**src/rtl/fir_sequencer.sv**
```systemverilog
// fir_sequencer: control front-end for an external FIR datapath.
// It loads coefficients into the datapath and pushes samples into it. A
// credit scheme reserves result-FIFO space for every sample in flight, so
// datapath results are always collected in order and can never be dropped.
module fir_sequencer #(
  parameter int TAPS       = 8,
  parameter int DW         = 8,
  parameter int ACC_W      = 32,
  parameter int DP_LATENCY = 1,
  parameter int OUT_DEPTH  = 4,
  localparam int AW        = (TAPS > 1) ? $clog2(TAPS) : 1
) (
  input  logic             clk,
  input  logic             rst,
  input  logic             i_load_req,
  input  logic             s_coeff_valid,
  output logic             s_coeff_ready,
  input  logic [DW-1:0]    s_coeff_data,
  input  logic             s_sample_valid,
  output logic             s_sample_ready,
  input  logic [DW-1:0]    s_sample_data,
  output logic             o_coeff_write_en,
  output logic [AW-1:0]    o_coeff_addr,
  output logic [DW-1:0]    o_coeff_data,
  output logic             o_shift_enable,
  output logic [DW-1:0]    o_data,
  input  logic [ACC_W-1:0] i_fir_data,
  output logic             m_valid,
  input  logic             m_ready,
  output logic [ACC_W-1:0] m_data,
  output logic [1:0]       o_state
);

  localparam int PW = (OUT_DEPTH > 1) ? $clog2(OUT_DEPTH) : 1;
  localparam int CW = $clog2(OUT_DEPTH + 1);
  localparam int UW = $clog2(OUT_DEPTH + DP_LATENCY + 2) + 1;

  typedef enum logic [1:0] {
    ST_IDLE  = 2'd0,
    ST_LOAD  = 2'd1,
    ST_DRAIN = 2'd2,
    ST_RUN   = 2'd3
  } state_t;

  state_t                state_r;
  logic [AW-1:0]         idx_r;
  logic [DP_LATENCY-1:0] pipe_r;
  logic [DP_LATENCY:0]   pipe_ext_s;
  logic [ACC_W-1:0]      mem_r [OUT_DEPTH];
  logic [PW-1:0]         wr_ptr_r;
  logic [PW-1:0]         rd_ptr_r;
  logic [CW-1:0]         count_r;
  logic [UW-1:0]         inflight_s;
  logic [UW-1:0]         used_s;
  logic                  coeff_hs_s;
  logic                  sample_hs_s;
  logic                  push_s;
  logic                  pop_s;

  // In-flight results: the sample being presented this cycle plus every
  // occupied stage of the latency pipeline; used slots add the FIFO fill.
  always_comb begin
    inflight_s = UW'(o_shift_enable);
    for (int i = 0; i < DP_LATENCY; i++) begin
      inflight_s = inflight_s + UW'(pipe_r[i]);
    end
    used_s = inflight_s + UW'(count_r);
  end

  assign s_coeff_ready  = (state_r == ST_LOAD);
  assign s_sample_ready = (state_r == ST_RUN) && (used_s < UW'(OUT_DEPTH));
  assign coeff_hs_s     = s_coeff_valid && s_coeff_ready;
  assign sample_hs_s    = s_sample_valid && s_sample_ready;
  assign pipe_ext_s     = {pipe_r, o_shift_enable};
  assign push_s         = pipe_r[DP_LATENCY-1];
  assign m_valid        = (count_r != '0);
  assign pop_s          = m_valid && m_ready;
  assign m_data         = m_valid ? mem_r[rd_ptr_r] : '0;
  assign o_state        = state_r;

  // Sequencer FSM with the registered coefficient write port.
  always_ff @(posedge clk or posedge rst) begin
    if (rst) begin
      state_r          <= ST_IDLE;
      idx_r            <= '0;
      o_coeff_write_en <= 1'b0;
      o_coeff_addr     <= '0;
      o_coeff_data     <= '0;
    end else begin
      o_coeff_write_en <= coeff_hs_s;
      if (coeff_hs_s) begin
        o_coeff_addr <= idx_r;
        o_coeff_data <= s_coeff_data;
      end
      case (state_r)
        ST_IDLE: begin
          if (i_load_req) begin
            state_r <= ST_LOAD;
            idx_r   <= '0;
          end
        end
        ST_LOAD: begin
          if (coeff_hs_s) begin
            if (idx_r == AW'(TAPS - 1)) begin
              state_r <= ST_RUN;
              idx_r   <= '0;
            end else begin
              idx_r <= idx_r + AW'(1);
            end
          end
        end
        ST_RUN: begin
          if (i_load_req) begin
            state_r <= ST_DRAIN;
          end
        end
        ST_DRAIN: begin
          // Wait until every accepted sample has produced its result.
          if (inflight_s == '0) begin
            state_r <= ST_LOAD;
            idx_r   <= '0;
          end
        end
        default: begin
          state_r <= ST_IDLE;
          idx_r   <= '0;
        end
      endcase
    end
  end

  // Registered one-cycle sample push toward the datapath; o_data holds otherwise.
  always_ff @(posedge clk or posedge rst) begin
    if (rst) begin
      o_shift_enable <= 1'b0;
      o_data         <= '0;
    end else begin
      o_shift_enable <= sample_hs_s;
      if (sample_hs_s) begin
        o_data <= s_sample_data;
      end
    end
  end

  // Valid pipeline mirroring the datapath latency.
  always_ff @(posedge clk or posedge rst) begin
    if (rst) begin
      pipe_r <= '0;
    end else begin
      pipe_r <= pipe_ext_s[DP_LATENCY-1:0];
    end
  end

  // Result FIFO storage; the credit scheme guarantees a free slot on push.
  always_ff @(posedge clk) begin
    if (push_s) begin
      mem_r[wr_ptr_r] <= i_fir_data;
    end
  end

  // Result FIFO pointers (wrapping modulo depth) and fill count.
  always_ff @(posedge clk or posedge rst) begin
    if (rst) begin
      wr_ptr_r <= '0;
      rd_ptr_r <= '0;
      count_r  <= '0;
    end else begin
      if (push_s) begin
        wr_ptr_r <= (wr_ptr_r == PW'(OUT_DEPTH - 1)) ? '0 : wr_ptr_r + PW'(1);
      end
      if (pop_s) begin
        rd_ptr_r <= (rd_ptr_r == PW'(OUT_DEPTH - 1)) ? '0 : rd_ptr_r + PW'(1);
      end
      case ({push_s, pop_s})
        2'b10:   count_r <= count_r + CW'(1);
        2'b01:   count_r <= count_r - CW'(1);
        default: count_r <= count_r;
      endcase
    end
  end

endmodule

```
**config.mk**
```make
export PLATFORM = sky130hd
export DESIGN_NAME = fir_sequencer
export DESIGN_NICKNAME = d
export VERILOG_FILES = /design/src/rtl/fir_sequencer.sv
export SDC_FILE = /design/constraint.sdc
export NUM_CORES = 1
export LEC_CHECK = 0
export BUFFER_PORTS_ARGS = -buffer_cell sky130_fd_sc_hd__buf_2
export CAP_MARGIN = 25
export CORE_MARGIN = 2
export CORE_UTILIZATION = 56
export CTS_BUF_LIST = sky130_fd_sc_hd__clkbuf_8
export DETAILED_ROUTE_END_ITERATION = 12
export GPL_ROUTABILITY_DRIVEN = 0
export PLACE_DENSITY = 0.89
export SLEW_MARGIN = 25
export SYNTH_ARGS = -nofsm -noshare
export SYNTH_HDL_FRONTEND = slang
export SYNTH_SLANG_ARGS = --single-unit
export TNS_END_PERCENT = 1
```
**constraint.sdc**
```tcl
create_clock -name clk -period 4.1 [get_ports clk]
set_input_delay 0.41 -clock clk [delete_from_list [all_inputs] [get_ports clk]]
set_output_delay 0.41 -clock clk [all_outputs]
set_load 0.01 [all_outputs]
```
# == Yosys cells after proc, flatten, opt, wreduce, memory -nomap -nowiden ==
# Memory sizes are Yosys's and may differ from the RTL's.
# Index checks and enable logic that the tools add are counted.
# word_totals
regBits,34
ram_bits,128
out_inout_bits,58
word_cells,61
memories,1
# classes
n_addsub,7
order_cmp,1
eq_ne,13
muxes,17
n_reduce_logical,11
# memory_table
memory,words,width,read_ports,rd_clocked_by_memory_dff,wr,line_no,rtl
mem_r,4,32,1,0,1,49,logic [ACC_W-1:0] mem_r [OUT_DEPTH];
# ops
op,n
32-bit 2-to-1 mux,1
2-bit 2-to-1 mux,7
3-bit 2-to-1 mux,4
2-bit == test (second input constant),5
3-bit case mux with 3 select lines,1
2-bit case mux with 4 select lines,1
3-bit by 1-bit adder with 3-bit output (second input constant),2
2-bit inequality test (second input constant),3
3-bit case mux with 2 select lines,1
3-bit nonzero test,2
5-bit AND reduction,1
2-bit by 1-bit adder with 2-bit output (second input constant),2
2-bit by 3-bit adder with 4-bit output,1
2-bit by 1-bit == test with 1-bit output (second input constant),2
1-bit logical AND,4
4-bit logical NOT,1
4-bit by 3-bit < comparator with 1-bit output (second input constant),1
2-bit by 1-bit inequality test with 1-bit output (second input constant),2
4-bit AND reduction,1
3-bit == test (second input constant),1
3-bit by 1-bit subtractor with 3-bit output (second input constant),1
1-bit by 1-bit adder with 2-bit output,1
2-bit logical NOT,1
1-bit 2-to-1 mux,2
2-bit nonzero test,1

# == Logic depth before layout (Yosys ltp) ==
# logic_depth
ltp_word,5
mapped_depth,8
ltp_nobuf,8

# == Least setup slack after synthesis ==
# OpenSTA, ideal clock, no wires.
# synth_path
path_type,register to register
startpoint,register count_r[0]
endpoint,register count_r[2]
arrival_ns,1.723
slack_ns,2.251
path_stages_with_launch,9
synth_period_minus_slack_ns,1.849
cell_sequence,dfrtp_1 -> or3_4 -> and2_4 -> ha_1 -> inv_1 -> fa_1 -> xor2_1 -> nor2_1 -> xor2_1
# synth_via
elab_chain_cells,4
word_cells_on_any_way,8
# synth_rtl
item,line_no,rtl
start: declaration,52,logic [CW-1:0] count_r;
start signal: assignment,175,2'b10: count_r <= count_r + CW'(1);
start signal: assignment,176,2'b01: count_r <= count_r - CW'(1);
start signal: assignment,177,default: count_r <= count_r;
3-bit nonzero test *,76,assign m_valid = (count_r != '0);
1-bit logical AND *,77,assign pop_s = m_valid && m_ready;
net pop_s,58,logic pop_s;
2-bit by 1-bit == test with 1-bit output / 2-bit == test (equally long branches),174,"case ({push_s, pop_s})"
3-bit case mux with 2 select lines / 2-bit nonzero test (equally long branches),-,
# Mark *: on every way through the listed nets, which the timed path passes. The rest lies on a longest branch.
# A chain may end at the register's enable or synchronous reset.

# == Final worst setup path ==
# layout_path
startpoint,register rd_ptr_r[0]
endpoint,output port m_data[28]
# layout_via
elab_chain_cells,2
# layout_rtl
item,line_no,rtl
start: declaration,51,logic [PW-1:0] rd_ptr_r;
start signal: assignment,172,rd_ptr_r <= (rd_ptr_r == PW'(OUT_DEPTH - 1)) ? '0 : rd_ptr_r + PW'(1);
memory 4 x 32 bit,-,
32-bit 2-to-1 mux,78,assign m_data = m_valid ? mem_r[rd_ptr_r] : '0;
end: declaration,30,"output logic [ACC_W-1:0] m_data,"
# Every way passes these cells.

==> results.yml <==
setup_path:
  critPathLaunchType: "flop"
  crit_required_ps: 3690
  cp_data_arrival_time_ps: 2420
  crit_path_end_kind: "output pin"
  crit_start: "rd_ptr_r[0]"
  worstReg2RegStart: "count_r[0]"
  crit_type: "reg2out"
  cp_max_fo: 21
finish:
  antenna_cells: 0
  fillers: 716
  final_cells: 592
  final_area_um2: 7466
  area_growth_pct: 15.84
  mostFrequentLayoutCells: "edfxtp_1, buf_2, and2_1"
  layout_commonest_cell: "edfxtp_1"
  drive_gt1_share_pct: 45.43
  nets: 502
synthesis:
  syn_nets: 384
  syn_avg_cell_area_um2: 20.27
  synth_ff_type: "edfxtp_1"
  ys_types: 33
  ys_seq_area_share_pct: 72.84
  ys_async_sr_fraction_pct: 20.99
  synth-seq-cells: 162
  synth_edf_count: 128
  synthCells: 318
  yosys_warnings: 0
  syn_area_um2: 6445
floorplan:
  fp-row-count: 39
  start_util_pct: 56.93
  die_w_um: 111.3
  die_y_um: 111.3
  fp.dieArea_um2: 12380
  core_um2: 11320
  pin_count: 112
clock_tree:
  cts_resized: 0
  clk_pin_slew_ps: 90
  clock_latency_ps: 440
  cts_tree: "done"
  cts_buffers: 17
  clk_path_buf_depth: 2
  postCtsHoldBufs: 0
  cts_root_buffer: "clkbuf_8"
  cts.sinks: 162
  cts_max_level: 4
  cts_setup_buffers: 0
timing:
  fin_setup_tns_ps: 0
  worst_pin_slew_ps: 875.4
  max_freq_mhz: 352.9
  finalSetupViolations: 0
  hold_viol: 0
  finalCriticalPeriod_ps: 2834
  rsz0062_at_grt: "false"
  slew_headroom_pct: 41.64
  clock_skew_ps: 8.089
  slew_viol_final: 0
  post-route-period-util_pct: 69.12
place:
  dp_cells: 560
  hpwl_um: 6823
  dpl_cell_area_um2: 7077
  port_buffers: 111
power_and_ir_drop:
  vdd_drop_max_v: 0.0002904
  p_comb_share_pct: 28.4
  powerDensity_nw_per_um2: 596.1
  p_seq_share_pct: 46.4
  p_clk_share_pct: 25.3
  internal_power_uw: 3149
  switching_power_uw: 1301
  leakagePower_uw: 0.002872
  p_sw_share_pct: 29.24
route:
  drt_pass1_iterations: 4
  drt_iter0_drc: 152
  drc: 0
  wirelength_um: 10820
  detail-route-antenna-nets: 0
  via_per_inst: 5.338
  wire_per_inst_um: 18.28
  via_count: 3160
global_routing:
  gr-total-overflow: 0
  grt_pass1_wl_um: 17420
  grt_pass1_vias: 3416
  antenna_found_initial: 0
  grt_max_degree: 35
  grtUsageTotal_pct: 18.73
status:
  status: "complete, no violations"
min_path:
  hp-class: "in2async"
run:
  max_cap_viol_count: 0
## worst paths after layout
kind | end | slack, ps | depth (start not counted)
max reg2reg | count_r[2] | 1970 | 8
max in group asynchronous | rd_ptr_r[0] | 3740 | 3
max | m_data[28] | 1270 | 4
min in group clk | mem_r[0][21] | 180 | 1
min reg2reg | pipe_r | 440 | 0
min | o_data[2] | 40 | 3
## metal layers
metal | wire length [um] | GRT usage, %
met1 | 4266 | 22.57
met2 | 5696 | 31.95
met5 | 0 | 0
met3 | 728 | 6.561
met4 | 131 | 5.926
## registers in the layout, indices dropped and copies added, names as in the netlist
signal / cells
count_r: 3
o_coeff_write_en: 1
o_coeff_data: 8
mem_r: 128
pipe_r: 1
idx_r: 3
o_state: 2
o_shift_enable: 1
o_data: 8
wr_ptr_r: 2
rd_ptr_r: 2
o_coeff_addr: 3
## stage by stage
step	utilization [%]	hold slack (ps)	power, uW	setup slack (ps)
2_1_floorplan	-	456.4	3015	2251
3_3_place_gp	62.51	410.6	3355	1674
3_5_place_dp	62.51	428.4	3390	1648
4_1_cts	65.95	28.15	4519	1154
5_1_grt	65.95	78.35	4695	1054
6_report	65.95	37.51	4450	1266
## cell usage after synthesis (all sizes together), types with 2 or more instances
| cell type | number | area, um^2 |
|---|---|---|
| edfxtp | 128 | 3844 |
| and2 | 38 | 240.2 |
| dfrtp | 34 | 850.8 |
| mux4 | 32 | 720.7 |
| mux2 | 21 | 274.0 |
| buf | 11 | 113.9 |
| ha | 11 | 137.6 |
| inv | 11 | 41.29 |
| a21oi | 3 | 15.01 |
| clkbuf | 3 | 11.26 |
| nor2 | 3 | 11.26 |
| o21ai | 3 | 15.01 |
| a21o | 2 | 15.01 |
| a22o | 2 | 17.52 |
| mux2i | 2 | 20.02 |
| or3 | 2 | 17.52 |
| xor2 | 2 | 17.52 |
## worst max-delay path: stages, from the launching register on
cell     delay [ps]
dfrtp_2         640
buf_4           460
mux4_2          570
and2_1          180
buf_2           140
## power groups by stage
stage / clock (uW) / combinational, uW / sequential, uW
final: 1120 / 1260 / 2060
after floorplan: 0 / 1000 / 2010
after CTS: 1160 / 1290 / 2070
after global placement: 0 / 1260 / 2100
after global routing: 1220 / 1380 / 2090
after detailed placement: 0 / 1290 / 2100
## cells by family (layout without fill, tap and decap cells)
family	count (synthesis)	in the layout	synth area share, %
flip-flops	162	162	72.84
AND/OR/NAND/NOR	50	50	4.892
XOR/XNOR	3	3	0.4078
AO/OA/AOI/OAI	11	11	1.087
multiplexers	55	55	15.74
buffers and inverters	25	156	2.582
adder cells (fa/ha/maj)	12	12	2.446
## area by class of cell
cell class	count	area, um^2	share of cell area (%)
clock buffers	17	234.0	3.134
repair buffers	113	570.5	7.642
clock inverters	15	155.1	2.078
multi-input cells	131	1589	21.28
inverters	11	41.29	0.5530
well taps	143	178.9	2.397
flip-flops and latches	162	4697	62.91
No activity file was read; power rests on OpenSTA's default activity.
